## config.mk

```make
export PLATFORM = sky130hd
export DESIGN_NAME = i2c_bus_monitor
export DESIGN_NICKNAME = d
export VERILOG_FILES = /design/src/rtl/i2c_bus_monitor.sv
export SDC_FILE = /design/constraint.sdc
export NUM_CORES = 1
export LEC_CHECK = 0
export ABC_AREA = 1
export CORE_AREA = 5 5 69 71
export CTS_BUF_LIST = sky130_fd_sc_hd__clkbuf_8 sky130_fd_sc_hd__clkbuf_16
export CTS_CLUSTER_SIZE = 28
export DETAILED_ROUTE_END_ITERATION = 7
export DIE_AREA = 0 0 74 76
export PLACE_DENSITY = 0.8
export SETUP_SLACK_MARGIN = 0.2
export SYNTH_ARGS = -nofsm -noshare
export SYNTH_HDL_FRONTEND = slang
export SYNTH_SLANG_ARGS = --single-unit
```

## constraint.sdc

```tcl
create_clock -name clk -period 2.2 [get_ports clk]
set_clock_uncertainty 0.2 [all_clocks]
set_input_delay 0.44 -clock clk [delete_from_list [all_inputs] [get_ports clk]]
set_output_delay 0.44 -clock clk [all_outputs]
set_load 0.05 [all_outputs]
```

## src/rtl/i2c_bus_monitor.sv

```systemverilog
// ----------------------------------------------------------------------------
// i2c_bus_monitor
//
// Purpose:
//   Protocol-level I2C bus observer. It sits downstream of the SCL/SDA edge
//   detectors and turns synchronized line levels plus one-cycle edge pulses
//   into bus events: START, repeated START, STOP, received bytes (MSB first),
//   the ACK/NACK bit after each byte, a bus-busy level, and an SCL-stuck-low
//   timeout.
//
// Parameters:
//   TO_W         width of the SCL-low timeout counter
//   TIMEOUT_CYC  clk cycles of SCL held low while busy before timeout;
//                0 disables the timeout entirely
//
// Ports:
//   clk          system clock
//   rst          synchronous active-high reset
//   scl_d/sda_d  synchronized SCL/SDA levels
//   scl_pos/neg  one-cycle SCL rising/falling edge pulses
//   sda_pos/neg  one-cycle SDA rising/falling edge pulses
//   start_det    pulse: START seen while idle
//   rstart_det   pulse: repeated START seen while busy
//   stop_det     pulse: STOP seen (also reported while idle)
//   bus_busy     level: high between START and STOP/timeout
//   rx_byte      last completed byte, held until the next one
//   byte_valid   pulse: rx_byte updated
//   is_addr      qualifies byte_valid: byte was the first after a (r)START
//   ack_bit      sampled 9th bit (0 = ACK), held until the next one
//   ack_valid    pulse: ack_bit updated
//   timeout      pulse: SCL stuck low while busy
//
// All outputs are registered; pulses appear the cycle after the input pulse
// that qualifies them.
// ----------------------------------------------------------------------------
module i2c_bus_monitor #(
    parameter int TO_W        = 16,
    parameter int TIMEOUT_CYC = 50000
) (
    input  logic       clk,
    input  logic       rst,
    input  logic       scl_d,
    input  logic       sda_d,
    input  logic       scl_pos,
    input  logic       scl_neg,
    input  logic       sda_pos,
    input  logic       sda_neg,
    output logic       start_det,
    output logic       rstart_det,
    output logic       stop_det,
    output logic       bus_busy,
    output logic [7:0] rx_byte,
    output logic       byte_valid,
    output logic       is_addr,
    output logic       ack_bit,
    output logic       ack_valid,
    output logic       timeout
);

    typedef enum logic [1:0] {
        IDLE = 2'd0,
        BITS = 2'd1,
        ACK  = 2'd2
    } state_t;

    // Counter value on the cycle that completes TIMEOUT_CYC low cycles.
    localparam logic [TO_W-1:0] TO_LAST =
        (TIMEOUT_CYC > 0) ? TO_W'(TIMEOUT_CYC - 1) : '0;

    state_t          state;
    logic [6:0]      sr;        // first seven bits of the byte in flight
    logic [2:0]      bit_cnt;
    logic            first;     // next completed byte is the address byte
    logic [TO_W-1:0] to_cnt;

    logic start_cond;
    logic stop_cond;
    logic to_hit;

    // An SDA edge that coincides with an SCL rising edge is a data bit, not
    // a bus condition.
    assign start_cond = sda_neg & scl_d & ~scl_pos;
    assign stop_cond  = sda_pos & scl_d & ~scl_pos;

    assign to_hit = (TIMEOUT_CYC != 0) && bus_busy && !scl_d && (to_cnt == TO_LAST);

    // SCL falling edges carry no information the bit sampling needs.
    logic unused_ok;
    assign unused_ok = scl_neg;

    // NOTE: every register here is state, so it is updated with non-blocking
    // assignments only; the order of the statements below then expresses
    // priority (later assignments in the same cycle win).
    always_ff @(posedge clk) begin
        if (rst) begin
            state      <= IDLE;
            sr         <= '0;
            bit_cnt    <= '0;
            first      <= 1'b0;
            to_cnt     <= '0;
            start_det  <= 1'b0;
            rstart_det <= 1'b0;
            stop_det   <= 1'b0;
            bus_busy   <= 1'b0;
            rx_byte    <= '0;
            byte_valid <= 1'b0;
            is_addr    <= 1'b0;
            ack_bit    <= 1'b0;
            ack_valid  <= 1'b0;
            timeout    <= 1'b0;
        end else begin
            // Pulse outputs drop back low unless a branch below raises them.
            start_det  <= 1'b0;
            rstart_det <= 1'b0;
            stop_det   <= 1'b0;
            byte_valid <= 1'b0;
            ack_valid  <= 1'b0;
            timeout    <= 1'b0;

            // Consecutive SCL-low cycles while the bus is owned; saturates.
            if (TIMEOUT_CYC == 0 || !bus_busy || scl_d) begin
                to_cnt <= '0;
            end else if (to_cnt != '1) begin
                to_cnt <= to_cnt + 1'b1;
            end

            if (to_hit) begin
                timeout  <= 1'b1;
                bus_busy <= 1'b0;
                state    <= IDLE;
                bit_cnt  <= '0;
                sr       <= '0;
                to_cnt   <= '0;
            end else if (stop_cond) begin
                // Reported even from IDLE: it marks an observed bus release.
                stop_det <= 1'b1;
                bus_busy <= 1'b0;
                state    <= IDLE;
                bit_cnt  <= '0;
                sr       <= '0;
            end else if (start_cond) begin
                if (state == IDLE) begin
                    start_det <= 1'b1;
                end else begin
                    rstart_det <= 1'b1;
                end
                bus_busy <= 1'b1;
                state    <= BITS;
                bit_cnt  <= '0;
                sr       <= '0;
                first    <= 1'b1;
            end else if (scl_pos) begin
                case (state)
                    BITS: begin
                        sr      <= {sr[5:0], sda_d};
                        bit_cnt <= bit_cnt + 1'b1;
                        if (bit_cnt == 3'd7) begin
                            rx_byte    <= {sr, sda_d};
                            byte_valid <= 1'b1;
                            is_addr    <= first;
                            first      <= 1'b0;
                            state      <= ACK;
                        end
                    end
                    ACK: begin
                        ack_bit   <= sda_d;
                        ack_valid <= 1'b1;
                        bit_cnt   <= '0;
                        state     <= BITS;
                    end
                    default: ;  // IDLE: data edges carry no meaning
                endcase
            end
        end
    end

endmodule

```

; After elaboration in Yosys (flattened, before gate mapping)
; Index checks and enable logic that the tools add are counted.
[classes]
n_addsub = 2
n_eq_ne = 7
n_mux = 15
bitwise_logic = 9
reduce_logical = 25
[ops]
columns = operator, n
row1 = 16-bit by 1-bit adder with 16-bit output (second input constant), 1
row2 = 16-bit == test (second input constant), 1
row3 = 16-bit != test (second input constant), 1
row4 = 1-bit 2-to-1 mux, 12
row5 = 5-bit AND reduction, 2
row6 = 2-bit nonzero test, 4
row7 = 4-bit OR reduction, 2
row8 = 3-bit one-hot mux with 2 select lines, 1
row9 = 3-bit AND reduction, 2
row10 = 6-bit AND reduction, 1
row11 = 3-bit OR reduction, 2
row12 = 6-bit OR reduction, 1
row13 = 1-bit inverter, 5
row14 = 5-bit OR reduction, 1
row15 = 1-bit bitwise AND, 4
row16 = 2-bit one-hot mux with 2 select lines, 1
row17 = 2-bit AND reduction, 2
row18 = 3-bit by 1-bit adder with 3-bit output (second input constant), 1
row19 = 3-bit == test (second input constant), 1
row20 = 3-bit != test (second input constant), 1
row21 = 3-bit nonzero test, 1
row22 = 2-bit by 1-bit == test with 1-bit output (second input constant), 1
row23 = 2-bit == test (second input constant), 1
row24 = 1-bit logical AND, 2
row25 = 6 further kinds, 7
[word_totals]
register_bits = 46
inputBits = 8
word_cells = 74

; Logic depth before layout (Yosys ltp)
[logic_depth]
ltp_word = 5
ltp_mapped = 10

; Worst setup path after synthesis
; Ideal clock, no wire load.
[synth_path]
path_type = register to register
startpoint = register bus_busy
endpoint = register is_addr
setup_ns = 0.117
arrival_time_ns = 1.496
t_required_ns = 1.883
setup_slack_ns = 0.388
stages_incl_launch_ff = 9
n_path_buf = 1
cell_sequence = dfxtp_1 -> inv_1 -> nor2_1 -> nand3_1 -> nor2_2 -> nand2_2 -> buf_4 -> a21oi_1 -> nor2_1
[synth_via]
elab_chain_len = 4
[synth_lines]
columns = element, line
row1 = start: declaration, 51  ; output logic bus_busy,
row2 = start signal: assignment, 104  ; bus_busy <= 1'b0;
row3 = start signal: assignment, 129  ; bus_busy <= 1'b0;
row4 = start signal: assignment, 137  ; bus_busy <= 1'b0;
row5 = 1-bit logical AND (2 in a row), 85  ; assign to_hit = (TIMEOUT_CYC != 0) && bus_busy && !scl_d && (to_cnt == TO_LAST);
row6 = 1-bit inverter (no line), -
row7 = 6-bit AND reduction (no line), -
row8 = end signal: assignment, 160  ; is_addr <= first;
row9 = end: declaration, 54  ; output logic is_addr,
; Every way passes these cells.
; A chain may end at the register's enable or synchronous reset.

; Worst setup path in the final report
[layout_path]
startpoint = register rx_byte[4]
endpoint = output rx_byte[4]
[layout_lines]
columns = element, line
row1 = start: declaration, 52  ; output logic [7:0] rx_byte,
row2 = start signal: assignment, 158  ; rx_byte <= {sr, sda_d};
; No word-level cell between the ends.

==> out/metrics.cfg <==
[routing]
ant_nets = 0
drc = 0
wl_mm = 4.497
vias = 1959
vias_per_cell = 4.985
first_pass_iters = 4
drtIter0Drc = 68
wl_per_cell_um = 11.44

[global_route]
grt_pass1_vias = 1882
gr-total-overflow = 0
grt_max_degree = 21
grt_use_total_pct = 17.00
grt_pass1_wl_mm = 7.810
top_usage_layer = met2
use_met1_pct = 20.38
use_met3_pct = 4.090
grtUsageMet2_pct = 29.88
antenna_found_initial = 0

[worst_setup_path]
end_kind = output port
crit_path_top_delay_cell = dlygate4sd2_1
cpLargestDelayFamily = buffers and inverters
worstSetupPathType = reg -> out
critPathMaxStageDelay_ns = 0.53
crit_chain = dlygate4sd2_1
cp_num_buf_inv = 1
required_ns = 1.56
start_kind = flip-flop
path_max_fanout = 2
arrival_ns = 1.19

[placed_design]
numPlacedInstances = 385
postPlaceCellArea_um2 = 2510
io_buffers = 23
dp_hpwl_mm = 3.308
gp_congestion = 0.8645

[timing]
finalCritPeriodShare_pct = 82.96
finalCriticalPeriod_ns = 1.825
relSlewSlack_pct = 66.40
fmaxAchievable_mhz = 547.9
worst_hold_slack_ns = 0.2879
setup-violations-final = 0
finalHoldViolations = 0
worst_slew_pin_slew_ns = 0.5060
drv_slew = 0
rsz0062_at_grt = no
tns_ns = 0

[pwr]
p_sw_share_pct = 21.56
p_sw_uw = 330.8
power_density_nw_per_um2 = 590.0
seqPwrFrac_pct = 54.6
p_int_mw = 1.204
power_frac_comb_pct = 4.3
peakVddDrop_mv = 0.4138
p_leak_nw = 1.101
pwr-share-clk_pct = 41.1

[synth]
synth_top_area_share_pct = 42.25
synth-edff-count = 0
syn-num-nets = 325
synth.largest_area_cell = dfxtp_1
ys_ff_latch = 46
ys_types = 26
synth_cells = 311
syn-cell-area_um2 = 2180
synth_area_leaders = dfxtp_1 42%, nor2_1 9.6%, nand2_1 9.3%
async_reset_ff_share_pct = 0
avgSynthCellArea_um2 = 7.008
yosys_warnings = 0
synth_seq_area_share_pct = 42.25
synth_ff_type = dfxtp_1

[cells_and_area]
areaGrowthSynthToFinish_pct = 19.35
nNetsFinal = 354
layout-drive-gt1-share_pct = 7.331
final_cells = 393
antenna_cells = 0
stdcell_area_um2 = 2601

[cts]
clk_pin_slew_ns = 0.09
cts_tree = built
htree_levels = 2
clk_latency_ns = 0.30
root_buffer = clkbuf_8
clockBufferDepth = 2
cts_buffers = 5
ctsHoldBuffers = 0
clock-sinks = 46

[floorplanning]
dieArea_um2 = 5624
core_area_um2 = 4174
die_w_um = 74
fp-row-count = 24
ios = 25
die_h_um = 76
initial_core_util_pct = 52.22

[outcome]
status = finished clean

[hold_path]
hold_path.class = reg -> reg

[run]
maxCapViolations = 0

worst paths after layout:
path	slack (ns)	start	endpoint	depth (start not counted)
max reg2reg	0.40	to_cnt[0]	to_cnt[1]	7
min reg2reg	0.29	rx_byte[0]	rx_byte[0]	2
min	0.29	rx_byte[0]	rx_byte[0]	2
max	0.37	rx_byte[4]	rx_byte[4]	1
Yosys cell counts (all sizes together) (2+ instances only):
cell / count
a21oi: 21
a22oi: 2
and2: 2
buf: 6
dfxtp: 46
ha: 6
inv: 46
nand2: 58
nand3: 29
nand4: 6
nor2: 59
nor3: 7
o21ai: 12
xnor2: 5
xor2: 3
sequential cells by signal, summed over array words and instances (netlist names):
| register | count |
|---|---|
| ack_bit | 1 |
| rstart_det | 1 |
| bus_busy | 1 |
| to_cnt | 16 |
| first | 1 |
| start_det | 1 |
| sr | 7 |
| stop_det | 1 |
| bit_cnt | 3 |
| is_addr | 1 |
| rx_byte | 8 |
| byte_valid | 1 |
| state | 2 |
| ack_valid | 1 |
| timeout | 1 |
metrics by stage:
stage	total power [mW]	setup WS [ns]	utilization [%]
global route	1.591	0.2301	62.32
detailed placement	0.9249	0.09803	60.13
CTS	1.558	0.3587	62.32
global placement	0.9236	0.1237	60.13
floorplan	0.8945	0.3877	-
finish	1.535	0.3750	62.32
cell families after synthesis:
kind of cell | count (synthesis) | synth area share, %
flops | 46 | 42.25
fa+ha+maj | 6 | 3.444
simple gates | 162 | 32.55
compound gates | 35 | 8.266
xor+xnor | 8 | 3.215
buf+inv | 54 | 10.28
final cells by class:
class                   count  area (um^2)
flip-flops and latches     46        920.9
repair buffers             29        291.5
fillers                   400         1573
clock inverters             3        43.79
clock buffers               5        68.82
well taps                  52        65.06
multi-input cells         211         1035
inverters                  47        176.4
power groups by stage:
stage / sequential, mW / combinational [mW] / clock, mW
after floorplan: 0.864 / 0.0306 / 0
after global routing: 0.839 / 0.0723 / 0.680
after detailed placement: 0.858 / 0.0668 / 0
after global placement: 0.858 / 0.0656 / 0
after CTS: 0.839 / 0.0658 / 0.653
final: 0.838 / 0.0656 / 0.631
layer usage:
layer | vias to the layer above | share of wire (%)
met2 | 24 | 49
met5 | - | 0
met3 | 4 | 3.8
met4 | 0 | 0.85
met1 | 896 | 46
li1 | 1035 | -
timing repair:
item                                    in CTS  in global routing
endpoints found under the setup margin      17                  0
gates resized for setup                     17                  0
setup buffers                                0                  0
layout by cell type, fill, tap and decap left out, drive strengths merged, types with 2 or more instances in the layout:
master,count
nor2,59
nand2,58
inv,47
dfxtp,46
nand3,29
a21oi,21
dlygate4sd2,17
o21ai,12
nor3,7
nand4,6
ha,6
clkdlybuf4s50,6
buf,6
xnor2,5
clkbuf,5
xor2,3
a22oi,2
and2,2
clkinv,2
Power figures use the tool's default switching activity.
